===== config.mk =====
export PLATFORM = sky130hd
export DESIGN_NAME = display_select
export DESIGN_NICKNAME = d
export VERILOG_FILES = /design/src/rtl/display_pkg.sv /design/src/rtl/sync_2ff.sv /design/src/rtl/display_select.sv
export SDC_FILE = /design/constraint.sdc
export NUM_CORES = 1
export LEC_CHECK = 0
export BUFFER_PORTS_ARGS = -buffer_cell sky130_fd_sc_hd__buf_2
export CAP_MARGIN = 5
export CORE_MARGIN = 10
export CORE_UTILIZATION = 39
export CTS_CLUSTER_DIAMETER = 100
export DETAILED_ROUTE_END_ITERATION = 10
export PLACE_DENSITY = 0.8
export SLEW_MARGIN = 10
export SYNTH_ARGS = -nofsm -noshare
export SYNTH_HDL_FRONTEND = slang
export SYNTH_HIERARCHICAL = 1
export SYNTH_SLANG_ARGS = --single-unit

===== constraint.sdc =====
create_clock -name clk -period 1.2 [get_ports clk]
set_input_delay 0.24 -clock clk [delete_from_list [all_inputs] [get_ports clk]]
set_output_delay 0.24 -clock clk [all_outputs]
set_load 0.05 [all_outputs]

===== src/rtl/display_pkg.sv =====
// display_pkg: shared widths and blank constants for the seven-segment output stage.
//   DIG_W      - digit-enable bus width (upper bank [7:4], lower bank [3:0])
//   SEG_W      - segment bus width (upper bank [13:7], lower bank [6:0])
//   BANK_SEG_W - segments per bank, {a,b,c,d,e,f,g} with a as MSB
package display_pkg;

  localparam int unsigned DIG_W      = 8;
  localparam int unsigned SEG_W      = 14;
  localparam int unsigned BANK_SEG_W = 7;

  localparam logic [DIG_W-1:0] BLANK_DIG = 8'h00;
  localparam logic [SEG_W-1:0] BLANK_SEG = 14'h0000;

endpackage


===== src/rtl/sync_2ff.sv =====
// sync_2ff: generic 1-bit two-flop synchronizer.
//   clk - destination clock
//   rst - synchronous active-high reset, clears both flops to 0
//   d   - asynchronous input
//   q   - synchronized output (second flop)
module sync_2ff (
  input  logic clk,
  input  logic rst,
  input  logic d,
  output logic q
);

  logic meta;

  always_ff @(posedge clk) begin
    if (rst) begin
      meta <= 1'b0;
      q    <= 1'b0;
    end else begin
      meta <= d;
      q    <= meta;
    end
  end

endmodule


===== src/rtl/display_select.sv =====
// display_select: output-stage mux for the dual 4-digit seven-segment display.
//   clk       - 10 kHz scan clock
//   rst       - synchronous active-high reset
//   ctrl_dis  - asynchronous source select (1 = source A, 0 = source B)
//   dis_the4  - source A upper-bank digit enables
//   dis_real4 - source A lower-bank digit enables
//   dis_all   - source A segments, [13:7] upper bank, [6:0] lower bank
//   p         - source B digit enables, [7:4] upper bank, [3:0] lower bank
//   q         - source B segments, same layout as dis_all
//   dis_dig   - registered digit enables to the pins
//   dis_num   - registered segments to the pins
// One blank cycle is inserted on every source change so the previous source
// never ghosts onto the newly selected digits.
module display_select
  import display_pkg::*;
(
  input  logic             clk,
  input  logic             rst,
  input  logic             ctrl_dis,
  input  logic [3:0]       dis_the4,
  input  logic [3:0]       dis_real4,
  input  logic [SEG_W-1:0] dis_all,
  input  logic [DIG_W-1:0] p,
  input  logic [SEG_W-1:0] q,
  output logic [DIG_W-1:0] dis_dig,
  output logic [SEG_W-1:0] dis_num
);

  logic             mode;
  logic             mode_d;
  logic [DIG_W-1:0] dig_next;
  logic [SEG_W-1:0] num_next;

  sync_2ff u_sync_ctrl (
    .clk (clk),
    .rst (rst),
    .d   (ctrl_dis),
    .q   (mode)
  );

  // A mode edge takes priority over both sources: blank for exactly that cycle.
  always_comb begin
    dig_next = BLANK_DIG;
    num_next = BLANK_SEG;
    if (mode != mode_d) begin
      dig_next = BLANK_DIG;
      num_next = BLANK_SEG;
    end else if (mode) begin
      dig_next = {dis_the4, dis_real4};
      num_next = dis_all;
    end else begin
      dig_next = p;
      num_next = q;
    end
  end

  always_ff @(posedge clk) begin
    if (rst) begin
      mode_d  <= 1'b0;
      dis_dig <= BLANK_DIG;
      dis_num <= BLANK_SEG;
    end else begin
      mode_d  <= mode;
      dis_dig <= dig_next;
      dis_num <= num_next;
    end
  end

endmodule


==> metrics.sh, run 1 <==
RUN_STATUS='completed'
CP_DATA_REQUIRED_TIME_NS=1.45
VIASPERCELL=4.951
CLK_PIN_SLEW_WORST_PATHS_NS=0.12
SYNTHARSTFLOPSHARE_PCT=0
DPL.HPWL_UM=2249
R2R_PATH_START='mode_d'
LAYOUT-AREA-OVERHEAD-VS-SYNTH_PCT=43.55
SYNTH_AREA_LEADER_CELL='sky130_fd_sc_hd__dfxtp_1'
BUSIEST_LAYER='met2'
VDD_DROP_MAX_uV=629.0
POSTROUTEWIRELENGTH_UM=2764
MAX_CLOCK_FREQ_GHz=0.8671
NUM_ROWS=18
DETAILROUTE.VIA_COUNT=916
HOLD_START='ctrl_dis'
YS_TYPES=13
GRT_PASS1_VIAS=923
POWER.LEAKAGE_uW=0.0006819
FINALCLOCKSKEW_NS=0.009208
CLK_LATENCY_NS=0.32
ROUTEDWLPERCELL_UM=14.94
WORST_PIN_SLEW_NS=0.4414
SYNTH_AREA_UM2=979.7
FINAL_MAX_SLEW_VIOL_COUNT=0
POST-ROUTE-PERIOD-UTIL_PCT=96.11
DRV_CAP=0
YS_SEQ_ELEMENTS=25
CLOCK-SINKS=25
GLOBALROUTEOVERFLOWTOTAL=0
FIRSTDRTPASSITERS=4
CTS_INSERTED_BUFFERS=3
NUMBER_OF_LEVELS_THE_H_TREE_WAS_SPLIT_INTO=1
SYNTH_SEQUENTIAL_AREA_RATIO_PCT=51.09
WORST-ENDPOINT-ARRIVAL_NS=1.40
INITIALDRTVIOLATIONCOUNT=47
CRITICAL_PATH_CLASS='reg -> reg'
DIE-HEIGHT_UM=70.12
SYNTH_WARNINGS=6
TRITONCTS='yes'
SYNTH_FLOP_CELL='sky130_fd_sc_hd__dfxtp_1'
TOP_CELLS_BY_COUNT_SYNTH='sky130_fd_sc_hd__dfxtp_1 (25), sky130_fd_sc_hd__a32o_1 (19), sky130_fd_sc_hd__nor2b_1 (18)'
ANTENNA_FOUND_INITIAL=0
RSZ0062_AT_GRT='false'
DIE_W_UM=70.12
NUMBER_OF_STANDARD_CELLS_AFTER_SYNTHESIS=85
CELLPOWERDENSITY_nW_PER_UM2=1182
HOLD-PATH-CELL-COUNT=2
SETUP-VIOLATIONS-FINAL=0
SYNTH_AREA_PER_CELL_UM2=11.53
DETAILEDPLACE.WORSTSLACK_NS=-0.04720
DRC_ERRORS=0
WORST-R2R-SETUP-SLACK_NS=0.05
CRIT_PATH_END='dis_dig[7]'
CLOCK_TREE.BUFFER_DEPTH=2
BUFFER_PORTS.INSERTED=68
NNETSFINAL=203
TIMING.CRITICAL_PATH.TO_TYPE='flip-flop'
CTS_HOLD_BUF=0
SYNTH.AREA.TOP_CELLS='sky130_fd_sc_hd__dfxtp_1 (51%), sky130_fd_sc_hd__a32o_1 (19%), sky130_fd_sc_hd__nor2b_1 (11%)'
GRTUSAGEMET1_PCT=11.54
CRIT_PATH_MAX_FANOUT=6
ANTENNA_CELLS_INSERTED=0
GLOBALROUTEMET3UTIL_PCT=4.096
CTS_ROOT_BUFFER='sky130_fd_sc_hd__clkbuf_4'
CRITICAL_PATH.REG2REG.ENDPOINT='dis_dig[7]'
GRT_PASS1_WL_UM=4340
HOLD_VIOL_FINAL=0
TOP_AREA_CELL_TYPE_SHARE_OF_THE_NETLIST_AREA_PCT=51.09
LAYOUT.FILLER_CELLS=220
FINALWEIGHTEDCONGESTION=0.7757
SYNTH_MOST_COMMON_CELL='sky130_fd_sc_hd__dfxtp_1'
MAPPEDNETLISTNETS=132
WORST-R2R-CELL-COUNT=3
GRTUSAGEMET2_PCT=17.93
DIE_AREA_UM2=4917
TIMING.FINAL.WS_SETUP_NS=0.04667
COUNT_OF_ANTENNA_VIOLATING_NETS_LEFT_AFTER_DETAILED_ROUTING=0
PLACEABLECOREAREA_UM2=2432
WORST_SLEW_MARGIN_REL_PCT=70.51
FLOORPLAN.IO_PINS=69
LAYOUT_MIN_CYCLE_TIME_NS=1.153
WORST_HOLD_PATH_TYPE='in -> reg'
SETUP.WORST_PATH.START_CLASS='flip-flop'
WHS_NS=0.1357
CRIT_START='mode_d'
INITIAL_CORE_UTIL_PCT=40.28
GROUTE.USAGE.OVERALL_PCT=10.81
SYNTH-EDFF-COUNT=0
GRT_MAX_DEGREE=21
FINAL_LAYOUT_SIZE_SUFFIX_GT1_SHARE_PCT=55.48
layout by cell type (no fill, tap or decap):
cell	Yosys	final
sky130_fd_sc_hd__a21oi_1	3	2
sky130_fd_sc_hd__clkbuf_4	0	6
sky130_fd_sc_hd__and2b_1	4	4
sky130_fd_sc_hd__buf_2	2	65
sky130_fd_sc_hd__buf_12	0	2
sky130_fd_sc_hd__clkinv_2	0	1
sky130_fd_sc_hd__nor2b_4	1	1
sky130_fd_sc_hd__dfxtp_1	25	23
sky130_fd_sc_hd__a32o_1	19	19
sky130_fd_sc_hd__or3b_2	3	3
sky130_fd_sc_hd__nand3_1	3	3
sky130_fd_sc_hd__a21oi_2	0	1
sky130_fd_sc_hd__nor2_4	0	1
sky130_fd_sc_hd__dfxtp_2	0	1
sky130_fd_sc_hd__dfxtp_4	0	1
sky130_fd_sc_hd__nor2b_1	18	18
sky130_fd_sc_hd__buf_4	3	4
per-layer routing:
layer | up-vias | wire length [um]
met2 | 42 | 1348
met5 | - | 0
met1 | 413 | 1133
met4 | 0 | 65
met3 | 6 | 216
li1 | 455 | -
state kept, by name, indices dropped and copies added (netlist names):
register,cells
dis_dig,8
mode_d,1
dis_num,14
u_sync_ctrl/q,1
u_sync_ctrl/meta,1
power by group:
part / total (uW) / switching [uW] / internal, uW / leakage, uW
Clock: 366 / 241 / 125 / 0.0000177
Combinational: 406 / 252 / 154 / 0.000456
Sequential: 890 / 13.5 / 877 / 0.000208
Total: 1660 / 507 / 1160 / 0.000682
repair_timing:
action,in CTS,in global routing
gates cloned,0,0
buffers inserted,0,2
gates resized for setup,1,7
setup endpoints to repair,19,25
cell type report:
| class | count | area, um^2 | share of cell area [%] |
|---|---|---|---|
| tap | 30 | 37.54 | 2.669 |
| timing repair buffer | 74 | 417.9 | 29.72 |
| multi-input combinational | 52 | 417.9 | 29.72 |
| clock inverter | 1 | 5.005 | 0.3559 |
| clock buffer | 3 | 22.52 | 1.601 |
| sequential | 25 | 505.5 | 35.94 |
worst min-delay path by stage:
stage	end	slack, ns
4_1_cts	u_sync_ctrl/meta	0.13
5_1_grt	u_sync_ctrl/meta	0.12
6_report	u_sync_ctrl/meta	0.14
2_1_floorplan	dis_dig[5]	0.31
3_5_place_dp	u_sync_ctrl/q	0.44
3_3_place_gp	u_sync_ctrl/q	0.42
cell families after synthesis:
family          share of synthesized area (%)
buf+inv                                 7.151
flops                                   51.09
compound gates                          20.94
simple gates                            20.82
critical path: stages, from the launching register on:
cell                      delay, ns
sky130_fd_sc_hd__dfxtp_4       0.37
sky130_fd_sc_hd__buf_4         0.14
sky130_fd_sc_hd__or3b_2        0.43
sky130_fd_sc_hd__a21oi_1       0.15
per-stage QoR:
stage	area [um^2]	utilization [%]	std cells	setup TNS [ns]	power [uW]
final	1406	57.82	185	0	1662
after global routing	1406	57.82	185	0	1745
after CTS	1363	56.02	183	0	1674
after detailed placement	1330	54.68	179	-0.6804	1311
after global placement	1330	54.68	179	0	1301
after floorplan	979.7	-	85	0	1173
No activity file was read; power rests on OpenSTA's default activity.
==> inputs of run 2 (changes only) <==
==> constraint.sdc (replaced) <==
create_clock -name clk -period 1.2 [get_ports clk]
set_input_delay 0.06 -clock clk [delete_from_list [all_inputs] [get_ports clk]]
set_output_delay 0.06 -clock clk [all_outputs]
set_load 0.05 [all_outputs]
==> metrics.sh, run 2 (synthesis gave the netlist of run 1 again) <==
SETUP-VIOLATIONS-FINAL=0  # unchanged
DETAILEDPLACE.WORSTSLACK_NS=-0.005977  # was -0.04720 ns
WORST-ENDPOINT-ARRIVAL_NS=1.41  # was 1.40 ns
POWER.LEAKAGE_uW=0.0007472  # was 0.0006819 uW
TOP_LIBRARY_CELLS_BY_USAGE_IN_THE_LAYOUT_FILL_AND_TAPS_ASIDE='sky130_fd_sc_hd__buf_2 (68), sky130_fd_sc_hd__dfxtp_1 (23), sky130_fd_sc_hd__dlygate4sd3_1 (20), sky130_fd_sc_hd__a32o_1 (19), sky130_fd_sc_hd__nor2b_1 (18)'  # was sky130_fd_sc_hd__buf_2 (65), sky130_fd_sc_hd__dfxtp_1 (23), sky130_fd_sc_hd__a32o_1 (19), sky130_fd_sc_hd__nor2b_1 (18), sky130_fd_sc_hd__clkbuf_4 (6)
MOST_COMMON_CELL_AFTER_LAYOUT_FILL_AND_TAPS_ASIDE='sky130_fd_sc_hd__buf_2'  # unchanged
FINAL_MAX_SLEW_VIOL_COUNT=0  # unchanged
LARGEST_REGISTER_FFS=14  # unchanged
TRITONCTS='yes'  # unchanged
INITIALDRTVIOLATIONCOUNT=67  # was 47
NNETSFINAL=220  # was 203
LAYOUT-AREA-OVERHEAD-VS-SYNTH_PCT=60.03  # was 43.55%
GRT_PASS1_VIAS=1010  # was 923
CRIT_PATH_MAX_FANOUT=6  # unchanged
DRV_CAP=0  # unchanged
FINAL_LAYOUT_SIZE_SUFFIX_GT1_SHARE_PCT=48.84  # was 55.48%
VIASPERCELL=4.951  # about the same
PLACED_CELLS_INCL_TAPS=178  # was 179
BUFFER_PORTS.INSERTED=68  # unchanged
ROUTEDWLPERCELL_UM=15.93  # was 14.94 um
FIRSTDRTPASSITERS=4  # unchanged
DRC_ERRORS=0  # unchanged
LAYOUT_MIN_CYCLE_TIME_NS=1.158  # was 1.153 ns
FINALCLOCKSKEW_NS=0.005422  # was 0.009208 ns
CLOCK_TREE.BUFFER_DEPTH=2  # unchanged
DIE-HEIGHT_UM=70.12  # unchanged
CLOCK-SINKS=25  # unchanged
DETAILROUTE.VIA_COUNT=1005  # was 916
WORST_HOLD_PATH_TYPE='in -> reg'  # unchanged
FLOORPLAN.IO_PINS=69  # unchanged
TIMING.CRITICAL_PATH.TO_TYPE='flip-flop'  # unchanged
GRT_MAX_DEGREE=21  # unchanged
FIN_CELLS=203  # was 185
REG.LARGEST.LIST='dis_num x14, dis_dig x8'  # unchanged
DIE_AREA_UM2=4917  # unchanged
MAX_CLOCK_FREQ_GHz=0.8637  # was 0.8671 GHz
WHS_NS=0.008741  # was 0.1357 ns
GRT_PASS1_WL_UM=5064  # was 4340 um
REGISTERS.TOP_BY_FF_COUNT='dis_num'  # unchanged
ANTENNA_FOUND_INITIAL=1  # was 0
CLK_PIN_SLEW_WORST_PATHS_NS=0.13  # was 0.12 ns
POSTROUTEWIRELENGTH_UM=3233  # was 2764 um
DPL.HPWL_UM=2353  # was 2249 um
DIE_W_UM=70.12  # unchanged
POST-ROUTE-PERIOD-UTIL_PCT=96.48  # was 96.11%
COUNT_OF_ANTENNA_VIOLATING_NETS_LEFT_AFTER_DETAILED_ROUTING=0  # unchanged
HOLD_VIOL_FINAL=0  # unchanged
NUMBER_OF_LEVELS_THE_H_TREE_WAS_SPLIT_INTO=1  # unchanged
CP_DATA_REQUIRED_TIME_NS=1.45  # about the same
CLK_LATENCY_NS=0.31  # was 0.32 ns
CTS_INSERTED_BUFFERS=3  # unchanged
POST_CTS_BUFFERS=0  # unchanged
WORST_SLEW_MARGIN_REL_PCT=70.26  # was 70.51%
GLOBALROUTEOVERFLOWTOTAL=0  # unchanged
VDD_DROP_MAX_uV=631.2  # was 629.0 uV
FINALWEIGHTEDCONGESTION=0.7770  # was 0.7757
LAYOUT.FILLER_CELLS=199  # was 220
GROUTE.USAGE.OVERALL_PCT=12.54  # was 10.81%
PLACEABLECOREAREA_UM2=2432  # unchanged
RUN_STATUS='completed'  # unchanged
CTS_ROOT_BUFFER='sky130_fd_sc_hd__clkbuf_4'  # unchanged
TIMING.FINAL.WS_SETUP_NS=0.04225  # was 0.04667 ns
WORST_PIN_SLEW_NS=0.4451  # was 0.4414 ns
INITIAL_CORE_UTIL_PCT=40.28  # unchanged
SETUP.WORST_PATH.START_CLASS='flip-flop'  # unchanged
CELLPOWERDENSITY_nW_PER_UM2=1091  # was 1182 nW/um^2
CRITICAL_PATH_CLASS='reg -> reg'  # unchanged
RSZ0062_AT_GRT='true'  # was false
NUM_ROWS=18  # unchanged
==> run 2: cell count changes in the layout (fill, tap and decap cells not counted), moves of 2 or more <==
cell	delta
sky130_fd_sc_hd__buf_4	-2
sky130_fd_sc_hd__clkbuf_4	-3
sky130_fd_sc_hd__dlygate4sd3_1	+20
sky130_fd_sc_hd__buf_2	+3
==> run 2: area by class of cell <==
type                    instances  area, um^2  share of cell area, %
flip-flops and latches         25       503.0                  32.08
well taps                      30       37.54                  2.394
multi-input cells              52       421.7                  26.90
clock buffers                   3       22.52                  1.437
clock inverters                 1       5.005                 0.3192
diodes                          1       2.502                 0.1596
repair buffers                 91       575.6                  36.71
==> run 2: routing by layer <==
metal | part of all wire (%) | routed length, um | up-vias | track usage (%)
met5 | 0 | 0 | - | 0
met4 | 0.90 | 29 | 0 | 5.702
met3 | 8.8 | 285 | 2 | 4.661
met2 | 54 | 1730 | 44 | 22.76
met1 | 37 | 1187 | 470 | 12.27
li1 | - | - | 489 | -
==> run 2: repair_timing <==
item                                    CTS  global route
endpoints found under the setup margin   19             3
hold buffers                             19             1
resized for setup                         3             2
hold endpoints to repair                 19             1
==> run 2: worst max-delay path, stage by stage, from the launching register on <==
cell and delay [ns]:
sky130_fd_sc_hd__dfxtp_2 0.36, sky130_fd_sc_hd__buf_4 0.15, sky130_fd_sc_hd__or3b_2 0.45, sky130_fd_sc_hd__a21oi_2 0.14
==> run 2: final timing paths <==
| path | start | to | slack (ns) | cells after the start |
|---|---|---|---|---|
| worst min-delay path | dis_the4[0] | dis_dig[4] | 0.009 | 2 |
| worst max register to register | mode_d | dis_dig[7] | 0.04 | 3 |
| worst max-delay path | mode_d | dis_dig[7] | 0.04 | 3 |
| worst min register to register | u_sync_ctrl/meta | u_sync_ctrl/q | 0.46 | 1 |
==> run 2: where the power goes <==
group	switching (uW)	internal [uW]	total [uW]
Clock	237	124	361
Sequential	15.6	879	894
Combinational	265	189	455
==> run 2: stage by stage <==
step | total power (uW) | utilization (%) | instance area [um^2] | setup TNS, ns
finish | 1710 | 64.45 | 1568 | 0
global route | 1788 | 64.45 | 1568 | -0.006321
CTS | 1718 | 63.63 | 1548 | 0
detailed placement | 1310 | 54.37 | 1323 | -0.01075
global placement | 1298 | 54.37 | 1323 | 0
floorplan | 1173 | - | 979.7 | 0
